### src/rtl/dh_key_sequencer.sv
// rtl/dh_key_sequencer.sv - Diffie-Hellman private-exponent and key sequencer driving a modular powering unit.
// Optional powering-unit watchdog: define DH_SEQ_WDOG_EN.
module dh_key_sequencer #(
   parameter int             N        = 8,
   parameter int             P        = 7,
   parameter int             G        = 3,
   parameter logic [N-1:0]   SEED     = 'hA5,
   parameter int             WDOG_CYC = 2 * (2 ** N) + 8
) (
   input  logic         clk,
   input  logic         rst,
   input  logic         ena,
   input  logic         start,
   input  logic         priv_ext_en,
   input  logic [N-1:0] priv_ext,
   input  logic [N-1:0] peer_key,
   input  logic         peer_valid,
   output logic         pw_start,
   output logic [N-1:0] pw_base,
   output logic [N-1:0] pw_exp,
   input  logic [N-1:0] pw_res,
   input  logic         pw_rdy,
   output logic [N-1:0] pub_key,
   output logic         pub_valid,
   output logic [N-1:0] secret,
   output logic         secret_valid,
   output logic         busy,
   output logic         err,
   output logic [1:0]   err_code
);

   typedef enum logic [3:0] {
      S_IDLE, S_CHK_PRIV, S_PUB_REQ, S_PUB_WAIT, S_PEER_WAIT,
      S_SEC_REQ, S_SEC_WAIT, S_DONE, S_ERR
   } state_t;

   // Right-shifting Galois feedback masks for maximal-length polynomials.
   function automatic logic [31:0] galois_taps(input int width);
      case (width)
         3:       return 32'h0006;
         4:       return 32'h000C;
         5:       return 32'h0014;
         6:       return 32'h0030;
         7:       return 32'h0060;
         9:       return 32'h0110;
         10:      return 32'h0240;
         11:      return 32'h0500;
         12:      return 32'h0E08;
         13:      return 32'h1C80;
         14:      return 32'h3802;
         15:      return 32'h6000;
         16:      return 32'hD008;
         default: return 32'h00B8;
      endcase
   endfunction

   localparam logic [31:0]  TAPS32 = galois_taps(N);
   localparam logic [N-1:0] TAPS   = TAPS32[N-1:0];
   localparam logic [N-1:0] P_M2   = N'(P - 2);
   localparam logic [N-1:0] P_M1   = N'(P - 1);
   localparam logic [N-1:0] G_W    = N'(G);
   localparam logic [N-1:0] TWO    = N'(2);

   state_t       state, state_n;
   logic [1:0]   code_n;
   logic [N-1:0] lfsr, lfsr_next, priv, priv_lfsr;
   logic         wdog_hit, enter_err, start_ok;

   assign lfsr_next = {1'b0, lfsr[N-1:1]} ^ (lfsr[0] ? TAPS : '0);
   assign priv_lfsr = (lfsr % P_M2) + N'(1);

`ifdef DH_SEQ_WDOG_EN
   localparam int WW = $clog2(WDOG_CYC + 1);
   logic [WW-1:0] wdog_cnt;

   // Restarts from zero every time a wait state is entered.
   always_ff @(posedge clk or posedge rst) begin
      if (rst)
         wdog_cnt <= '0;
      else if (ena) begin
         if (state == S_PUB_WAIT || state == S_SEC_WAIT)
            wdog_cnt <= wdog_cnt + WW'(1);
         else
            wdog_cnt <= '0;
      end
   end

   assign wdog_hit = (wdog_cnt == WW'(WDOG_CYC - 1));
`else
   assign wdog_hit = 1'b0;
`endif

   always_ff @(posedge clk or posedge rst) begin
      if (rst)
         state <= S_IDLE;
      else if (ena)
         state <= state_n;
   end

   always_comb begin
      state_n = state;
      code_n  = 2'b00;
      case (state)
         S_IDLE, S_DONE, S_ERR:
            if (start) state_n = S_CHK_PRIV;
         S_CHK_PRIV:
            if (priv == '0 || priv > P_M2) begin
               state_n = S_ERR;
               code_n  = 2'b01;
            end else
               state_n = S_PUB_REQ;
         S_PUB_REQ:
            state_n = S_PUB_WAIT;
         S_PUB_WAIT:
            if (pw_rdy)
               state_n = S_PEER_WAIT;
            else if (wdog_hit) begin
               state_n = S_ERR;
               code_n  = 2'b11;
            end
         S_PEER_WAIT:
            if (peer_valid) begin
               if (peer_key < TWO || peer_key >= P_M1) begin
                  state_n = S_ERR;
                  code_n  = 2'b10;
               end else
                  state_n = S_SEC_REQ;
            end
         S_SEC_REQ:
            state_n = S_SEC_WAIT;
         S_SEC_WAIT:
            if (pw_rdy)
               state_n = S_DONE;
            else if (wdog_hit) begin
               state_n = S_ERR;
               code_n  = 2'b11;
            end
         default:
            state_n = S_IDLE;
      endcase
   end

   assign start_ok  = start && (state == S_IDLE || state == S_DONE || state == S_ERR);
   assign enter_err = (state_n == S_ERR) && (state != S_ERR);

   always_ff @(posedge clk or posedge rst) begin
      if (rst) begin
         lfsr         <= SEED;
         priv         <= '0;
         pw_base      <= '0;
         pw_exp       <= '0;
         pub_key      <= '0;
         pub_valid    <= 1'b0;
         secret       <= '0;
         secret_valid <= 1'b0;
         err          <= 1'b0;
         err_code     <= 2'b00;
      end else if (ena) begin
         lfsr <= lfsr_next;
         if (start_ok) begin
            priv         <= priv_ext_en ? priv_ext : priv_lfsr;
            pub_valid    <= 1'b0;
            secret_valid <= 1'b0;
            err          <= 1'b0;
            err_code     <= 2'b00;
         end
         // Operands stay put through the wait; the unit samples them late.
         if (state == S_CHK_PRIV && state_n == S_PUB_REQ) begin
            pw_base <= G_W;
            pw_exp  <= priv;
         end
         if (state == S_PEER_WAIT && state_n == S_SEC_REQ) begin
            pw_base <= peer_key;
            pw_exp  <= priv;
         end
         if (state == S_PUB_WAIT && pw_rdy) begin
            pub_key   <= pw_res;
            pub_valid <= 1'b1;
         end
         if (state == S_SEC_WAIT && pw_rdy) begin
            secret       <= pw_res;
            secret_valid <= 1'b1;
         end
         if (enter_err) begin
            err          <= 1'b1;
            err_code     <= code_n;
            secret       <= '0;
            secret_valid <= 1'b0;
            if (code_n != 2'b10) begin
               pub_key   <= '0;
               pub_valid <= 1'b0;
            end
         end
      end
   end

   assign pw_start = ena && (state == S_PUB_REQ || state == S_SEC_REQ);
   assign busy     = !(state == S_IDLE || state == S_DONE || state == S_ERR);

endmodule

### config.mk
export PLATFORM = sky130hd
export DESIGN_NAME = dh_key_sequencer
export DESIGN_NICKNAME = d
export VERILOG_FILES = /design/src/rtl/dh_key_sequencer.sv
export SDC_FILE = /design/constraint.sdc
export NUM_CORES = 1
export LEC_CHECK = 0
export ABC_AREA = 1
export CORE_ASPECT_RATIO = 0.9
export CORE_MARGIN = 8
export CORE_UTILIZATION = 55
export DETAILED_ROUTE_END_ITERATION = 8
export HOLD_SLACK_MARGIN = 0.05
export PLACE_DENSITY = 0.91
export SLEW_MARGIN = 25
export SYNTH_ARGS = -nofsm -noshare
export SYNTH_HDL_FRONTEND = slang
export SYNTH_SLANG_ARGS = --single-unit
### constraint.sdc
create_clock -name clk -period 10.7 [get_ports clk]
set_clock_uncertainty 0.2 [all_clocks]
set_input_delay 2.675 -clock clk [delete_from_list [all_inputs] [get_ports clk]]
set_output_delay 2.675 -clock clk [all_outputs]
set_load 0.01 [all_outputs]
==> out/qor.yml, run 1 <==
ys_ff_latch: 57
grt_pass1_vias: 2930
drtPass1Iterations: 5
path_buf_inv: 4
cts_tree: "built"
via_count: 3118
vias_per_cell: 5.39
dr.first_iter.drc_count: 266
final_nets: 538
diodes: 0
synth_enable_flop_cells: 0
instances_no_fill: 579
yosys_warnings: 0
dp_hpwl_um: 6000
postCtsHoldBufs: 0
dpl_worst_slack_ps: 3090
async_flop_share_pct: 100
h-tree-depth: 3
setup_viol: 0
clk_pin_slew_worst_paths_ps: 60
critPathKind: "in -> out"
cp-end-kind: "output port"
cap_violations: 0
grt_max_degree: 58
worstSkewPairLatency_ps: 330
netlist_area_um2: 3310
cp_max_fo: 41
worst_pin_slew_ps: 726
cp.arrival_ps: 4750
slowest_delay_ps: 570
rsz0062_at_grt: "false"
synth_nets: 469
place_congestion: 0.866
crit_path_top_delay_cell: "clkdlybuf4s50_1"
syn_avg_cell_area_um2: 7.60
fp.dieW_um: 97.8
fmax_mhz: 131
period_share_pct: 71.2
layout_setup_ws_ps: 3080
ios: 70
grt_antenna_before_repair: 0
worstHoldPathType: "reg -> reg"
clock_path_buffers: 2
yosysSeqAreaShare_pct: 43.3
syn_inst: 435
post-route-min-period_ps: 7620
cts_sinks: 57
coreArea_um2: 5760
root_buffer: "clkbuf_8"
drv_slew: 0
dieArea_um2: 8760
hold_viol_final: 0
post_cts_buffers: 0
yosysUniqueCellTypes: 41
portBuffers: 69
crit_family: "buffers and inverters"
placed_cells: 563
critPathMostFrequentCell: "clkdlybuf4s50_1"
detail-route-antenna-nets: 0
grt_pass1_wl_um: 13800
slew_headroom_pct: 50.3
ctsResizeCount: 0
area_growth_pct: 28.0
die_h_um: 89.6
outcome: "completed"
cts_buffers: 9
rows: 26
ys.flop_type: "dfrtp_1"
final_common_cell: "nand2_1"
fillCellCount: 425
mostFrequentLayoutCells: "nand2_1 (91), clkdlybuf4s50_1 (69), inv_1 (66)"
drt-total-wl_um: 8050
grt_util_all_layers_pct: 19.4
wl_per_cell_um: 13.9
fin_setup_tns_ps: 0
crit_required_ps: 7830
grt-ovfl-total: 0
start_kind: "input port"
drive_above_1_share_pct: 11.6
detail_route.drc_violations: 0
start_util_pct: 57.5
path_cells: "clkdlybuf4s50_1 -> buf_4 -> clkinv_1 -> a21oi_1 -> clkdlybuf4s50_1"
## cell usage after synthesis (4+ instances only)
cell type	number	share of area, %
nand4_1	6	1.1
nand2_4	6	2.0
inv_1	67	7.6
nand3_1	39	5.9
o21ai_0	40	6.1
nand3_2	6	1.8
nand2_2	14	2.6
dfrtp_1	53	40
nand2_1	91	10
nor2_1	27	3.1
clkbuf_1	11	1.2
a21oi_1	15	2.3
inv_2	5	0.57
o22ai_1	11	2.1
dfstp_2	4	3.2
## area by class of cell
cell class,instances,area (µm²),share of cell area [%]
multi-input cells,289,1540,36.3
flip-flops and latches,57,1430,33.8
repair buffers,72,713,16.8
inverters,75,284,6.71
clock buffers,12,135,3.19
well taps,70,87.6,2.07
clock inverters,4,45.0,1.06
## cells by family (layout without fill, tap and decap cells)
group | count (synthesis) | after routing | share of synthesized area [%]
AND/OR/NAND/NOR | 200 | 200 | 29.7
adder cells (fa/ha/maj) | 3 | 3 | 1.13
buffers and inverters | 89 | 163 | 10.2
flip-flops | 57 | 57 | 43.3
AO/OA/AOI/OAI | 82 | 82 | 14.7
XOR/XNOR | 4 | 4 | 1.06
## path summary, 6_finish.rpt
path	startpoint	to	slack [ps]	depth (start not counted)
max	ena	pw_start	3080	5
min	pw_base[2]	pw_base[2]	270	2
max reg2reg	lfsr[5]	priv[4]	6410	30
min reg2reg	pw_base[2]	pw_base[2]	270	2
max in group asynchronous	rst	priv[0]	7180	3
min in group asynchronous	rst	secret[7]	2670	3
## sequential cells by signal, indices dropped and copies added, names as in the netlist
name          flops
err               1
err_code          2
lfsr              8
priv              8
pub_key           8
pub_valid         1
pw_base           8
pw_exp            8
secret            8
secret_valid      1
state             4
## tightest hold or removal path, cell delays in order (launching register included)
cell and delay [ps]:
dfrtp_1 340, nand2_1 50, nand2_1 50
## through the flow
stage | instance area (µm²) | hold slack, ps | utilization, %
2_1_floorplan | 3310 | 249 | -
3_3_place_gp | 4060 | 259 | 70.4
3_5_place_dp | 4060 | 259 | 70.4
4_1_cts | 4240 | 273 | 73.6
5_1_grt | 4240 | 301 | 73.6
6_report | 4240 | 271 | 73.6
## per-layer routing
metal	up-vias	wire length, µm	track usage (%)	part of all wire, %
met3	9	555	5.47	6.9
met4	0	94	7.49	1.2
li1	1571	-	-	-
met5	-	0	0	0
met1	1431	3650	24.1	45
met2	107	3750	31.7	47
Power of run 1 is not shown: default switching activity piles up to over one toggle a cycle in this logic, so the estimate is an artifact.
==> run 2: changes to the inputs <==
--- a/config.mk
+++ b/config.mk
@@ -8,10 +8,10 @@
 export ABC_AREA = 1
 export CORE_ASPECT_RATIO = 0.9
 export CORE_MARGIN = 8
-export CORE_UTILIZATION = 55
+export CORE_UTILIZATION = 51
 export DETAILED_ROUTE_END_ITERATION = 8
 export HOLD_SLACK_MARGIN = 0.05
-export PLACE_DENSITY = 0.91
+export PLACE_DENSITY = 0.86
 export SLEW_MARGIN = 25
 export SYNTH_ARGS = -nofsm -noshare
 export SYNTH_HDL_FRONTEND = slang
==> constraint.sdc (replaced) <==
create_clock -name clk -period 7.65 [get_ports clk]
set_clock_uncertainty 0.2 [all_clocks]
set_input_delay 1.9125 -clock clk [delete_from_list [all_inputs] [get_ports clk]]
set_output_delay 1.9125 -clock clk [all_outputs]
set_load 0.01 [all_outputs]
==> run 2 against run 1 <==
  * Design area grew 0.44%
  * Cell count grew 3.5%
  * Sequential cell count is the same
  * Global-route usage shrank 1.8 points
  * Non-clock buffer count is the same
  * Critical endpoint unchanged
  * Worst setup slack lost 1600 ps
  * Via count shrank 1.1%
  * Utilization shrank 7.2 points
  * Worst hold slack gained 20 ps
  * Wire length shrank 1.8%
  * Die area grew 6.5%
  * First-iteration DRC count shrank 28%
==> out/qor.yml, run 2 (synthesis gave the netlist of run 1 again) <==
outcome: "completed"
grt-ovfl-total: 0  # unchanged
regToRegSetupSlack_ps: 3320  # -3090 ps
grt_pass1_wl_um: 13200  # -4.3%
grt_pass1_vias: 2817  # -3.9%
drive_above_1_share_pct: 11.8  # +0.20 points
grt_util_all_layers_pct: 17.6  # -1.8 points
start_kind: "input port"
fillCellCount: 495  # +16%
crit_required_ps: 5540  # -2290 ps
post_cts_buffers: 0  # unchanged
post-route-min-period_ps: 6200
worstHoldPathType: "reg -> reg"
cp_max_fo: 41  # unchanged
min_from: "err"
wl_per_cell_um: 13.2  # -5.0%
postCtsHoldBufs: 0  # unchanged
r2r-start: "lfsr[7]"
cts_buffers: 9  # unchanged
cp-end-kind: "output port"
worst_r2r_endpoint: "priv[4]"
grt_antenna_before_repair: 0  # unchanged
holdPathStages: 2  # unchanged
setup_viol: 0  # unchanged
final_nets: 538  # unchanged
cap_violations: 0  # unchanged
hold_viol_final: 0  # unchanged
critPathKind: "in -> out"
grt_max_degree: 58  # unchanged
detail-route-antenna-nets: 0  # unchanged
slew_headroom_pct: 53.0  # +2.7 points
root_buffer: "clkbuf_8"
fp.dieW_um: 101  # +3.2%
ctsResizeCount: 0  # unchanged
fmax_mhz: 161
clk_pin_slew_worst_paths_ps: 60  # about the same
worst_pin_slew_ps: 705  # -21.3 ps
period_share_pct: 81.1
dp_hpwl_um: 5860  # -2.3%
rows: 28  # +7.7%
cts_tree: "built"
area_growth_pct: 28.6
drt-total-wl_um: 7910  # -1.8%
detail_route.drc_violations: 0  # unchanged
place_congestion: 0.895  # +3.4%
die_h_um: 92.4  # +3.2%
fin_hold_ws_ps: 291  # +20.0 ps
diodes: 0  # unchanged
ios: 70  # unchanged
portBuffers: 69  # unchanged
rsz0062_at_grt: "false"
drv_slew: 0  # unchanged
start_util_pct: 51.6  # -5.9 points
dieArea_um2: 9320  # +6.5%
cts_sinks: 57  # unchanged
h-tree-depth: 3  # unchanged
fin_setup_tns_ps: 0  # unchanged
timing.hold.worst_endpoint: "err"
vias_per_cell: 5.15  # -4.4%
drtPass1Iterations: 5  # unchanged
r2r_cells: 33  # +10%
via_count: 3084  # -1.1%
coreArea_um2: 6410  # +11%
fin_util_pct: 66.4  # -7.2 points
worstSkewPairLatency_ps: 340  # about the same
dr.first_iter.drc_count: 192  # -28%
mostFrequentLayoutCells: "nand2_1 (91), clkdlybuf4s50_1 (69), inv_1 (66)"
final_common_cell: "nand2_1"
clock_path_buffers: 2  # unchanged
cp.arrival_ps: 4090  # -660 ps
run 2: changes by cell type in the layout (fill, tap and decap cells not counted):
cell | previous run | this run
clkbuf_8 | 9 | 11
clkbuf_1 | 3 | 2
bufinv_16 | 1 | 0
run 2: worst max path at each step:
stage / start / endpoint / slack [ps] / cells past startpoint
floorplan: ena / pw_start / 3060 / 3
global placement: ena / pw_start / 1560 / 5
detailed placement: ena / pw_start / 1520 / 5
CTS: ena / pw_start / 1480 / 5
global route: ena / pw_start / 1270 / 5
finish: ena / pw_start / 1450 / 5
run 2: stage by stage:
stage,area (µm²),setup slack (ps),std cells
6_report,4250,1450,599
5_1_grt,4250,1270,599
4_1_cts,4250,1480,599
3_5_place_dp,4080,1520,583
3_3_place_gp,4080,1560,583
2_1_floorplan,3310,3060,435
run 2: routing by layer:
| metal | vias to the layer above | track usage (%) | share of wire (%) |
|---|---|---|---|
| met1 | 1426 | 22.3 | 46 |
| met3 | 15 | 2.77 | 5.3 |
| li1 | 1556 | - | - |
| met4 | 0 | 9.29 | 2.2 |
| met5 | - | 0 | 0 |
| met2 | 87 | 28.2 | 46 |
run 2: worst max-delay path, cell delays in order:
cell and delay [ps]:
clkdlybuf4s50_1 460, buf_4 350, clkinv_1 480, a21oi_1 290, clkdlybuf4s50_1 590
run 2: cell type report:
class | count | area [µm²] | share of cell area (%)
multi-input combinational | 289 | 1540 | 36.2
sequential | 57 | 1430 | 33.6
timing repair buffer | 72 | 713 | 16.8
inverter | 75 | 284 | 6.68
clock buffer | 13 | 159 | 3.74
tap | 90 | 113 | 2.65
clock inverter | 3 | 15.0 | 0.353
Power of run 2 is left out for the same reason.
